[src/rtl/autobaud_uart_rx.sv]
// Auto-baud UART 8N1 receiver: measures the bit period from a 0x55 calibration
// character, then delivers bytes on a valid/ready interface. Optional macro: AUTOBAUD_TIMEOUT_EN.
//
// state     | meaning
// ----------|-----------------------------------------------------------
// CAL_WAIT  | unlocked, waiting for the calibration start-bit falling edge
// CAL_MEAS  | counting the calibration start-bit low time
// CAL_DRAIN | locked, discarding the rest of the calibration character
// IDLE      | locked, waiting for a start bit
// START     | timing to the middle of the start bit
// DATA      | sampling 8 data bits, LSB first
// STOP      | sampling the stop bit
// BREAK     | stop bit was low, waiting for the line to return high
module autobaud_uart_rx #(
    parameter int CNT_W       = 16,
    parameter int MIN_BIT     = 8,
    parameter int TIMEOUT_CYC = 1000000
) (
    input  logic             clk,
    input  logic             reset_n,
    input  logic             rx,
    output logic [7:0]       rx_data,
    output logic             rx_valid,
    input  logic             rx_ready,
    output logic             locked,
    output logic [CNT_W-1:0] bit_period,
    output logic             frame_err,
    output logic             overrun
);

    if (CNT_W < 4 || MIN_BIT < 2 || TIMEOUT_CYC < 1 || TIMEOUT_CYC > 16777216) begin : g_bad_param
        $error("autobaud_uart_rx: parameter out of range");
    end

    localparam logic [CNT_W:0] CNT_SAT   = {1'b0, {CNT_W{1'b1}}};
    localparam logic [CNT_W:0] MIN_BIT_W = (CNT_W+1)'(MIN_BIT);

    typedef enum logic [2:0] {
        CAL_WAIT,
        CAL_MEAS,
        CAL_DRAIN,
        IDLE,
        START,
        DATA,
        STOP,
        BREAK
    } state_t;

    state_t           state, state_n;
    logic             rx_meta, rx_sync, rx_prev;
    logic             fall, rise, tick;
    logic [CNT_W:0]   cnt, cnt_n;
    logic [CNT_W-1:0] tmr, tmr_n;
    logic [CNT_W-1:0] bp_n;
    logic             locked_n;
    logic [7:0]       shreg, shreg_n;
    logic [2:0]       bit_idx, bit_idx_n;
    logic             byte_done, stop_err;

`ifdef AUTOBAUD_TIMEOUT_EN
    localparam logic [23:0] TIMEOUT_LAST = 24'(TIMEOUT_CYC - 1);
    logic [23:0] idle_cnt, idle_cnt_n;
`endif

    assign fall = rx_prev & ~rx_sync;
    assign rise = ~rx_prev & rx_sync;
    assign tick = (tmr == '0);

    always_ff @(posedge clk or negedge reset_n) begin
        if (!reset_n) begin
            rx_meta <= 1'b1;
            rx_sync <= 1'b1;
            rx_prev <= 1'b1;
        end else begin
            rx_meta <= rx;
            rx_sync <= rx_meta;
            rx_prev <= rx_sync;
        end
    end

    always_ff @(posedge clk or negedge reset_n) begin
        if (!reset_n) begin
            state      <= CAL_WAIT;
            cnt        <= '0;
            tmr        <= '0;
            shreg      <= '0;
            bit_idx    <= '0;
            bit_period <= '0;
            locked     <= 1'b0;
        end else begin
            state      <= state_n;
            cnt        <= cnt_n;
            tmr        <= tmr_n;
            shreg      <= shreg_n;
            bit_idx    <= bit_idx_n;
            bit_period <= bp_n;
            locked     <= locked_n;
        end
    end

`ifdef AUTOBAUD_TIMEOUT_EN
    always_ff @(posedge clk or negedge reset_n) begin
        if (!reset_n) begin
            idle_cnt <= '0;
        end else begin
            idle_cnt <= idle_cnt_n;
        end
    end
`endif

    always_comb begin
        state_n   = state;
        cnt_n     = cnt;
        tmr_n     = tmr;
        shreg_n   = shreg;
        bit_idx_n = bit_idx;
        bp_n      = bit_period;
        locked_n  = locked;
        byte_done = 1'b0;
        stop_err  = 1'b0;
`ifdef AUTOBAUD_TIMEOUT_EN
        idle_cnt_n = '0;
`endif
        // Bit timer: samples land on tmr==0, then reload for exact spacing.
        if (state == START || state == DATA || state == STOP) begin
            tmr_n = tick ? (bit_period - 1'b1) : (tmr - 1'b1);
        end

        case (state)
            CAL_WAIT: begin
                if (fall) begin
                    state_n = CAL_MEAS;
                    cnt_n   = {{CNT_W{1'b0}}, 1'b1};
                end
            end
            CAL_MEAS: begin
                if (rise) begin
                    if (cnt >= MIN_BIT_W && cnt < CNT_SAT) begin
                        bp_n     = cnt[CNT_W-1:0];
                        locked_n = 1'b1;
                        cnt_n    = {cnt[CNT_W-1:0], 1'b0} - 1'b1;
                        state_n  = CAL_DRAIN;
                    end else begin
                        state_n = CAL_WAIT;
                    end
                end else if (!rx_sync && cnt < CNT_SAT) begin
                    cnt_n = cnt + 1'b1;
                end
            end
            CAL_DRAIN: begin
                // Need two full bit periods of continuous high to be past the character.
                if (!rx_sync) begin
                    cnt_n = {bit_period, 1'b0} - 1'b1;
                end else if (cnt == '0) begin
                    state_n = IDLE;
                end else begin
                    cnt_n = cnt - 1'b1;
                end
            end
            IDLE: begin
                if (fall) begin
                    state_n = START;
                    tmr_n   = (bit_period >> 1) - 1'b1;
                end
`ifdef AUTOBAUD_TIMEOUT_EN
                else if (rx_sync) begin
                    if (idle_cnt == TIMEOUT_LAST) begin
                        state_n  = CAL_WAIT;
                        locked_n = 1'b0;
                        bp_n     = '0;
                    end else begin
                        idle_cnt_n = idle_cnt + 1'b1;
                    end
                end
`endif
            end
            START: begin
                if (tick) begin
                    if (rx_sync) begin
                        state_n = IDLE;
                    end else begin
                        state_n   = DATA;
                        bit_idx_n = '0;
                    end
                end
            end
            DATA: begin
                if (tick) begin
                    shreg_n   = {rx_sync, shreg[7:1]};
                    bit_idx_n = bit_idx + 3'd1;
                    if (bit_idx == 3'd7) begin
                        state_n = STOP;
                    end
                end
            end
            STOP: begin
                if (tick) begin
                    if (rx_sync) begin
                        byte_done = 1'b1;
                        state_n   = IDLE;
                    end else begin
                        stop_err = 1'b1;
                        state_n  = BREAK;
                    end
                end
            end
            BREAK: begin
                if (rx_sync) begin
                    state_n = IDLE;
                end
            end
            default: begin
                state_n = CAL_WAIT;
            end
        endcase
    end

    // An accept in the delivery cycle frees the holding register for the new byte.
    always_ff @(posedge clk or negedge reset_n) begin
        if (!reset_n) begin
            rx_data   <= '0;
            rx_valid  <= 1'b0;
            frame_err <= 1'b0;
            overrun   <= 1'b0;
        end else begin
            frame_err <= stop_err;
            overrun   <= byte_done & rx_valid & ~rx_ready;
            if (byte_done && (!rx_valid || rx_ready)) begin
                rx_data  <= shreg;
                rx_valid <= 1'b1;
            end else if (rx_valid && rx_ready) begin
                rx_valid <= 1'b0;
            end
        end
    end

endmodule

[config.mk]
export PLATFORM = sky130hd
export DESIGN_NAME = autobaud_uart_rx
export DESIGN_NICKNAME = d
export VERILOG_FILES = /design/src/rtl/autobaud_uart_rx.sv
export SDC_FILE = /design/constraint.sdc
export NUM_CORES = 1
export LEC_CHECK = 0
export CAP_MARGIN = 5
export CORE_AREA = 5 5 105 107
export DETAILED_ROUTE_END_ITERATION = 8
export DIE_AREA = 0 0 110 112
export PLACE_DENSITY = 0.79
export SLEW_MARGIN = 20
export SYNTH_ARGS = -nofsm -noshare
export SYNTH_HDL_FRONTEND = slang
export SYNTH_SLANG_ARGS = --single-unit
[constraint.sdc]
create_clock -name clk -period 3.5 [get_ports clk]
set_input_delay 0.35 -clock clk [delete_from_list [all_inputs] [get_ports clk]]
set_output_delay 0.35 -clock clk [all_outputs]
set_load 0.02 [all_outputs]
### Yosys cells after proc, flatten, opt, wreduce, memory -nomap -nowiden

Cells that the tools add are included.

| word-level totals | value |
|---|---|
| memory bits (read-only) | 0 |
| output and inout bits | 28 |
| memories | 0 |
| input bits | 4 |
| memory bits (writable) | 0 |
| bits in latches | 0 |
| register bits after elaboration | 78 |
| word-level logic and storage cells | 110 |

| cells by class | value |
|---|---|
| $add $sub $neg | 8 |
| multiply operators | 0 |
| divide/modulo/power cells | 0 |
| reduce and logical (&&, ||, !) cells | 20 |
| $lt $le $gt $ge | 2 |
| bitwise logic cells | 7 |
| muxes and demuxes | 37 |
| eq/ne operators | 22 |
| shifts and indexed selects | 0 |

Operators by type and width:

| cell | count |
|---|---|
| 17-bit two-way mux | 6 |
| 16-bit two-way mux | 4 |
| 17-bit case mux with 3 select lines | 1 |
| 17-bit by 1-bit subtractor with 17-bit output (second input constant) | 3 |
| 3-bit two-way mux | 15 |
| 16-bit by 1-bit subtractor with 16-bit output (second input constant) | 2 |
| 3-bit case mux with 8 select lines | 1 |
| 2-bit != test (second input constant) | 10 |
| 17-bit by 1-bit adder with 17-bit output (second input constant) | 1 |
| 17-bit by 4-bit greater-or-equal comparator with 1-bit output (second input constant) | 1 |
| 17-bit logical NOT | 1 |
| 17-bit by 16-bit less-than comparator with 1-bit output (second input constant) | 1 |
| 16-bit logical NOT | 1 |
| 15-bit by 1-bit subtractor with 16-bit output (second input constant) | 1 |
| 3-bit == test (second input constant) | 5 |
| 10-bit AND reduction | 1 |
| 3-bit != test (second input constant) | 3 |
| 1-bit two-way mux | 8 |
| 3-bit by 2-bit == test with 1-bit output (second input constant) | 2 |
| 3-bit case mux with 2 select lines | 1 |
| 5-bit AND reduction | 1 |
| 1-bit AND | 4 |
| 1-bit logical AND | 4 |
| 4-bit AND reduction | 1 |
| other kinds (12) | 18 |

### Depth between registers and ports, before layout

Gate-level depths: netlist of run 1.

| depth | value |
|---|---|
| depth in word-level cells | 6 |
| mapped depth | 13 |
| mapped depth without buffers | 10 |

### Least setup slack after synthesis of run 1

OpenSTA, ideal clock, no wires.

| timing path | value |
|---|---|
| kind | flip-flop to flip-flop |
| start point | register tmr[6] |
| end point | register tmr[10] |
| slack | 965 ps |
| setup time | 126 ps |
| data required time | 3374 ps |
| cell stages (with the launch flop) | 12 |
| data arrival time | 2409 ps |
| path buffers | 2 |
| period minus slack after synthesis | 2535 ps |
| path through | dfrtp_1 > nor4_2 > nand3_1 > nor2_1 > buf_2 > buf_2 > a21oi_1 > ha_1 > o311ai_4 > nor3_1 > o21a_1 > o311a_1 |

| between the ends | value |
|---|---|
| longest elaborated chain between the ends | 5 |
| elaborated cells between the ends (all ways) | 6 |
| those cells by class | add/sub: 1; mux: 4; reduce/logical: 1 |

RTL lines:

| what | RTL line | RTL |
|---|---|---|
| start: declaration | 53 | `logic [CNT_W-1:0] tmr, tmr_n;` |
| start signal: assignment | 93 | `tmr <= tmr_n;` |
| 16-bit by 1-bit subtractor with 16-bit output / 16-bit logical NOT (equally long branches) | 126, 67 |  |
| 16-bit two-way mux (*) | 126 | `tmr_n = tick ? (bit_period - 1'b1) : (tmr - 1'b1);` |
| 16-bit two-way mux (*) | 125 | `if (state == START \|\| state == DATA \|\| state == STOP) begin` |
| 16-bit two-way mux | 161 | `if (fall) begin` |
| 16-bit two-way mux (*) | 129 | `case (state)` |
| via tmr_n[10] | 53 |  |

Mark *: on every way through the listed nets, which the timed path passes. The rest lies on a longest branch.
A chain may end at the register's enable or synchronous reset.

### Worst setup path after layout of run 1

| timing path | value |
|---|---|
| start point | register cnt[0] |
| end point | register cnt[9] |

| between the ends | value |
|---|---|
| longest elaborated chain between the ends | 4 |
| elaborated cells between the ends (all ways) | 18 |
| those cells by class | add/sub: 3; order compare: 2; eq/ne: 3; mux: 6; reduce/logical: 4 |

RTL lines:

| what | RTL line | RTL |
|---|---|---|
| start: declaration | 52 | `logic [CNT_W:0] cnt, cnt_n;` |
| start signal: assignment | 92 | `cnt <= cnt_n;` |
| 17-bit by 1-bit subtractor with 17-bit output (tied with other cells) | 157 | `cnt_n = cnt - 1'b1;` |
| 17-bit two-way mux (tied with other cells) | 154 | `end else if (cnt == '0) begin` |
| 17-bit two-way mux (tied with other cells) | 152 | `if (!rx_sync) begin` |
| 17-bit case mux with 3 select lines / 5-bit AND reduction (equally long branches) | -- |  |

Parallel ways exist; a longest one is shown, timed or not. The select of a mux whose other input is x is not followed.

==> reports/metrics.cfg, run 1 <==
[outcome]
outcome = finished with violations
violations = negative hold slack

[setup_path]
cpMaxStageDelayCell = dfrtp_1
cp_cell_sequence = inv_1, ha_1, or3b_1, or3_1, or3_1, xor2_1, o221ai_1, mux2_1
cp.required_ps = 3770
path_max_fanout = 8
setup.worst_path.end_class = register
cp_top_family = simple AND/OR/NAND/NOR gates
critPathKind = reg2reg
critPathMaxStageDelay_ps = 470
cpMostUsedCell = or3_1
critPathBufInv = 1
worstSetupStartpointType = register
arrival_ps = 3170

[routing]
via_per_inst = 6.81
antenna_left = 0
drt_iter0_drc = 652
vias = 5535
drt-total-wl_um = 17300
drt_drc_violations_left = 0
first_pass_iters = 5
wl_per_cell_um = 21.2

[clocking]
cts_resized = 0
root_buffer = clkbuf_8
path_clk_slew_ps = 90
cts.path.max_buffers = 2
ctsHtreeMaxLevel = 3
postCtsSetupRepairBufs = 0
tritoncts = done
insertion_delay_ps = 390
numCtsBuffers = 9
numClockSinks = 78
cts_hold_buf = 0

[placement]
hpwl_um = 12200
dpl_cell_area_um2 = 6120
io_buffers = 31
dp_worst_setup_slack_ps = 689
place.gp.congestion = 1.02

[synthesis]
netlist_instances = 675
yosysSeqAreaShare_pct = 33.6
synth_top_area_share_pct = 32.3
synth-main-ff-cell = dfrtp_1
async_reset_ff_share_pct = 100
yosysWarnings = 0
synth_area_leaders = dfrtp_1 (32%), mux2_2 (4.3%), nand2_1 (4.0%)
synth_common_cells = dfrtp_1 (75), nand2_1 (62), nor2_1 (45)
ys_seq_elements = 78
avgSynthCellArea_um2 = 8.61
synth_nets = 688
synth_cell_types = 80
synth_most_common_cell = dfrtp_1
syn_area_um2 = 5810
synth_largest_area_cell = dfrtp_1
synth-edff-count = 0

[floorplanning]
rows = 37
die_x_um = 110
design.core.area_um2 = 10000
start_util_pct = 57.9
io_pins = 32
die_height_um = 112
die_area_um2 = 12300

[worst_hold_path]
hold_path.class = in2async

[global_route]
grtUsageTotal_pct = 29.2
grt_pass1_wl_um = 28200
grt_max_degree = 79
grt_pass1_vias = 5188
gr-total-overflow = 0
antenna_found_initial = 0

[sta]
whs_ps = -19.2
setup_viol = 0
finalCriticalPeriod_ps = 2890
hold_viol = 17
finalMaxSlewViolations = 0
rsz0062_at_grt = false
fin_skew_ps = 12.4
slew-limit-headroom_pct = 43.3
worstMarginPinSlew_ps = 850
layout_setup_ws_ps = 606
setup_tns_ps = 0
max_freq_ghz = 0.346
fin_crit_sh_pct = 82.7

[layout]
antenna_cells = 0
design_area_um2 = 6310
fin_nets = 685
drive_gt1_share_pct = 11.7
synthToLayoutAreaGrowth_pct = 8.55

[job]
drv_cap = 0

[power_and_ir_drop]
ir_worst_vdd_mv = 0.474
p_leak_nw = 2.58
powerDensity_nw_per_um2 = 931

==> cell families (layout without fill, tap and decap cells) <==
kind of cell,Yosys count,after routing,share of synthesized area [%]
buffers and inverters,71,73,5.60
flip-flops,78,78,33.6
multiplexers,32,32,6.07
AO/OA/AOI/OAI,170,170,20.4
XOR/XNOR,42,42,6.33
AND/OR/NAND/NOR,273,273,26.0
adder cells (fa/ha/maj),9,9,1.94
==> placed cells by master (no fill, tap or decap), types with 15 or more instances in the layout <==
cell / synthesis / final
dfrtp_1: 75 / 75
nand2_1: 62 / 62
nor2_1: 45 / 45
a21oi_1: 36 / 36
nand3_1: 30 / 30
clkdlybuf4s50_1: 0 / 30
nor3_1: 27 / 27
o21ai_0: 27 / 27
xor2_1: 24 / 24
mux2_2: 22 / 22
xnor2_1: 18 / 18
buf_4: 2 / 16
nor4_1: 15 / 15
==> final cells by class <==
class / instances / area, µm²
inverters: 10 / 37.5
flip-flops and latches: 78 / 1960
multi-input cells: 526 / 3530
fillers: 878 / 3740
repair buffers: 47 / 432
well taps: 136 / 170
clock inverters: 7 / 58.8
clock buffers: 9 / 124
==> per-stage QoR <==
stage	util, %	hold slack (ps)	std cells	total power [mW]
floorplan	-	54.4	675	4.15
global placement	60.9	346	797	5.06
finish	62.8	-19.2	813	5.87
CTS	62.8	170	813	5.80
global route	62.8	50.2	813	6.26
detailed placement	60.9	347	797	5.13
==> metal layers <==
metal	part of all wire [%]	track usage [%]	vias up
met4	2.6	10.2	0
met3	9.6	6.20	41
li1	-	-	2500
met2	47	43.4	319
met5	0	0	-
met1	41	41.9	2675
==> worst reg2reg max path, delay by kind of cell, from the launching register on <==
| kind | cells | cell delay, ps |
|---|---|---|
| AO/OA/AOI/OAI | 1 | 150 |
| XOR/XNOR | 1 | 210 |
| adder cells (fa/ha/maj) | 1 | 280 |
| buffers and inverters | 1 | 230 |
| flip-flops | 1 | 470 |
| multiplexers | 1 | 300 |
| AND/OR/NAND/NOR | 3 | 1140 |
==> path summary, 6_finish.rpt <==
path / start / endpoint / slack (ps) / depth (start not counted)
max in group asynchronous: reset_n / tmr[5] / 2990 / 1
hold / removal: reset_n / cnt[9] / -20 / 1
setup reg to reg: cnt[0] / cnt[9] / 610 / 8
hold reg to reg: rx_meta / rx_sync / 360 / 0
min in group clk: rx_meta / rx_sync / 360 / 0
setup / recovery: cnt[0] / cnt[9] / 610 / 8
==> sequential cells by signal, indices dropped and copies added, names as in the netlist <==
| signal | cells |
|---|---|
| rx_sync | 1 |
| rx_data | 8 |
| state | 3 |
| bit_idx | 3 |
| locked | 1 |
| cnt | 17 |
| shreg | 8 |
| rx_valid | 1 |
| tmr | 16 |
| bit_period | 16 |
| overrun | 1 |
| rx_meta | 1 |
| rx_prev | 1 |
| frame_err | 1 |
==> report_power, final <==
part / leakage [nW] / internal [mW] / switching, mW
clock network: 0.0917 / 0.267 / 0.396
logic: 1.46 / 1.39 / 2.06
registers: 1.02 / 1.14 / 0.617
total: 2.58 / 2.80 / 3.07
Power figures use the tool's default switching activity.
==> inputs of run 2 (changes only) <==
Clock period 3.5 ns to 2.9 ns, I/O delays scaled along.
==> reports/metrics.cfg, run 2 (synthesis results as in run 1) <==
[routing]
antenna_left = 0  ; unchanged
drt_iter0_drc = 661  ; was 652
drt-total-wl_um = 17900  ; was 17300 µm
first_pass_iters = 6  ; was 5
vias = 5692  ; was 5535
via_per_inst = 6.72  ; was 6.81
wl_per_cell_um = 21.2  ; about the same
drt_drc_violations_left = 0  ; unchanged

[setup_path]
cp_cell_sequence = inv_1, ha_1, or4b_1, nor4_2, mux2i_1, o21ai_0, o32a_1  ; was inv_1, ha_1, or3b_1, or3_1, or3_1, xor2_1, o221ai_1, mux2_1
cpMaxStageDelayCell = or4b_1  ; was dfrtp_1
setup.worst_path.end_class = register  ; unchanged
critPathMaxStageDelay_ps = 560  ; was 470 ps
critPathBufInv = 1  ; unchanged
critPathKind = reg2reg  ; unchanged
cp.required_ps = 3150  ; was 3770 ps
cp_top_family = simple AND/OR/NAND/NOR gates  ; unchanged
r2r-start = bit_period[1]  ; was cnt[0]
path_max_fanout = 8  ; unchanged
r2r_cells = 7  ; was 8
worstSetupStartpointType = register  ; unchanged
r2r_end = cnt[14]  ; was cnt[9]
arrival_ps = 2930  ; was 3170 ps
rrSetupSlack_ps = 220  ; was 610 ps

[layout]
drive_gt1_share_pct = 15.8  ; was 11.7%
fillCellCount = 853  ; was 878
largest_register_ffs = 17  ; unchanged
multiInputGateArea_um2 = 3530  ; unchanged
final_common_cell = dfrtp_1  ; unchanged
final_cell_mix = dfrtp_1 (75), nand2_1 (62), buf_4 (48)  ; was dfrtp_1 (75), nand2_1 (62), nor2_1 (45)
instances_no_fill = 847  ; was 813
seq_area_um2 = 1960  ; unchanged
synthToLayoutAreaGrowth_pct = 13.6  ; was 8.55%
fin_nets = 719  ; was 685
antenna_cells = 0  ; unchanged
reg_top3 = cnt x17, bit_period x16, tmr x16  ; unchanged
top_register = cnt  ; unchanged
post-route-util_pct = 65.7  ; was 62.8%

[sta]
worstMarginPinSlew_ps = 877  ; was 850 ps
finalCriticalPeriod_ps = 2680  ; was 2890 ps
finalMaxSlewViolations = 0  ; unchanged
fin_crit_sh_pct = 92.4  ; was 82.7%
setup_viol = 0  ; unchanged
slew-limit-headroom_pct = 41.6  ; was 43.3%
hold_viol = 0  ; was 17
rsz0062_at_grt = false  ; unchanged
max_freq_ghz = 0.373  ; was 0.346 GHz
whs_ps = 328  ; was -19.2 ps
fin_skew_ps = 11.5  ; was 12.4 ps
setup_tns_ps = 0  ; unchanged
layout_setup_ws_ps = 220  ; was 606 ps

[placement]
dp_worst_setup_slack_ps = 245  ; was 689 ps
hpwl_um = 12800  ; was 12200 µm
io_buffers = 31  ; unchanged
dp.cells = 830  ; was 797
place.gp.congestion = 1.01  ; was 1.02

[global_route]
grt_pass1_vias = 5486  ; was 5188
grt_max_degree = 79  ; unchanged
grt_pass1_wl_um = 29200  ; was 28200 µm
antenna_found_initial = 0  ; unchanged
gr-total-overflow = 0  ; unchanged
grtUsageTotal_pct = 30.1  ; was 29.2%

[job]
drv_cap = 0  ; unchanged

[floorplanning]
io_pins = 32  ; unchanged
design.core.area_um2 = 10000  ; unchanged
start_util_pct = 57.9  ; unchanged
rows = 37  ; unchanged
die_height_um = 112  ; unchanged
die_area_um2 = 12300  ; unchanged
die_x_um = 110  ; unchanged

[clocking]
cts.path.max_buffers = 2  ; unchanged
tritoncts = done  ; unchanged
path_clk_slew_ps = 90  ; about the same
numClockSinks = 78  ; unchanged
postCtsSetupRepairBufs = 0  ; unchanged
ctsHtreeMaxLevel = 3  ; unchanged
numCtsBuffers = 9  ; unchanged
root_buffer = clkbuf_8  ; unchanged
insertion_delay_ps = 370  ; was 390 ps

[outcome]
outcome = finished clean  ; was finished with violations

[power_and_ir_drop]
p_leak_nw = 2.76  ; was 2.58 nW
powerDensity_nw_per_um2 = 1130  ; was 931 nW/µm²
ir_worst_vdd_mv = 0.555  ; was 0.474 mV

[worst_hold_path]
hold_path.class = in2reg  ; was in2async
whs_endpoint = rx_meta
hp-start = rx
hold_depth = 1

run 2: changes by cell type in the layout (fill, tap and decap cells not counted):
cell           change
inv_6              +1
dlygate4sd3_1      +1
buf_4             +32
buf_12             +1
bufinv_16          +1
clkinv_4           -2
run 2: layer usage:
layer | up-vias | global-route usage, % | part of all wire [%]
met3 | 43 | 6.67 | 10
met1 | 2732 | 42.8 | 41
met5 | - | 0 | 0
met4 | 0 | 9.56 | 2.7
met2 | 342 | 45.5 | 46
li1 | 2575 | - | -
run 2: what timing repair did:
| item | 4_1_cts | 5_1_grt |
|---|---|---|
| gates resized for setup | 0 | 0 |
| hold buffers | 0 | 1 |
| hold endpoints to repair | 0 | 2 |
run 2: stage by stage:
stage | instance area, µm² | power [mW]
global placement | 6380 | 6.40
global route | 6600 | 7.96
finish | 6600 | 7.48
detailed placement | 6380 | 6.48
CTS | 6590 | 7.38
floorplan | 5810 | 5.01
run 2: how the worst max path moves through the flow:
stage	from	to	slack (ps)	cells past startpoint
2_1_floorplan	tmr[6]	tmr[10]	370	11
3_3_place_gp	cnt[0]	cnt[9]	310	8
3_5_place_dp	cnt[0]	cnt[9]	240	8
4_1_cts	cnt[0]	cnt[9]	230	8
5_1_grt	tmr[10]	tmr[8]	20	9
6_report	bit_period[1]	cnt[14]	220	7
run 2: power breakdown:
| group | switching [mW] | internal (mW) | leakage [nW] |
|---|---|---|---|
| clock network | 0.465 | 0.410 | 0.102 |
| registers | 0.573 | 1.38 | 1.02 |
| logic | 2.75 | 1.90 | 1.64 |
run 2: layout make-up:
| cell class | count | area share [%] |
|---|---|---|
| timing repair buffer | 81 | 10.6 |
| multi-input combinational | 526 | 53.5 |
| inverter | 10 | 0.569 |
| sequential | 78 | 29.6 |
| tap | 136 | 2.58 |
| clock buffer | 9 | 1.88 |
| clock inverter | 7 | 1.21 |
run 2: worst reg2reg max path, cell delays in order, from the launching register on:
cell and delay [ps]:
dfrtp_1 470, inv_1 170, ha_1 250, or4b_1 560, nor4_2 320, mux2i_1 300
o21ai_0 150, o32a_1 360
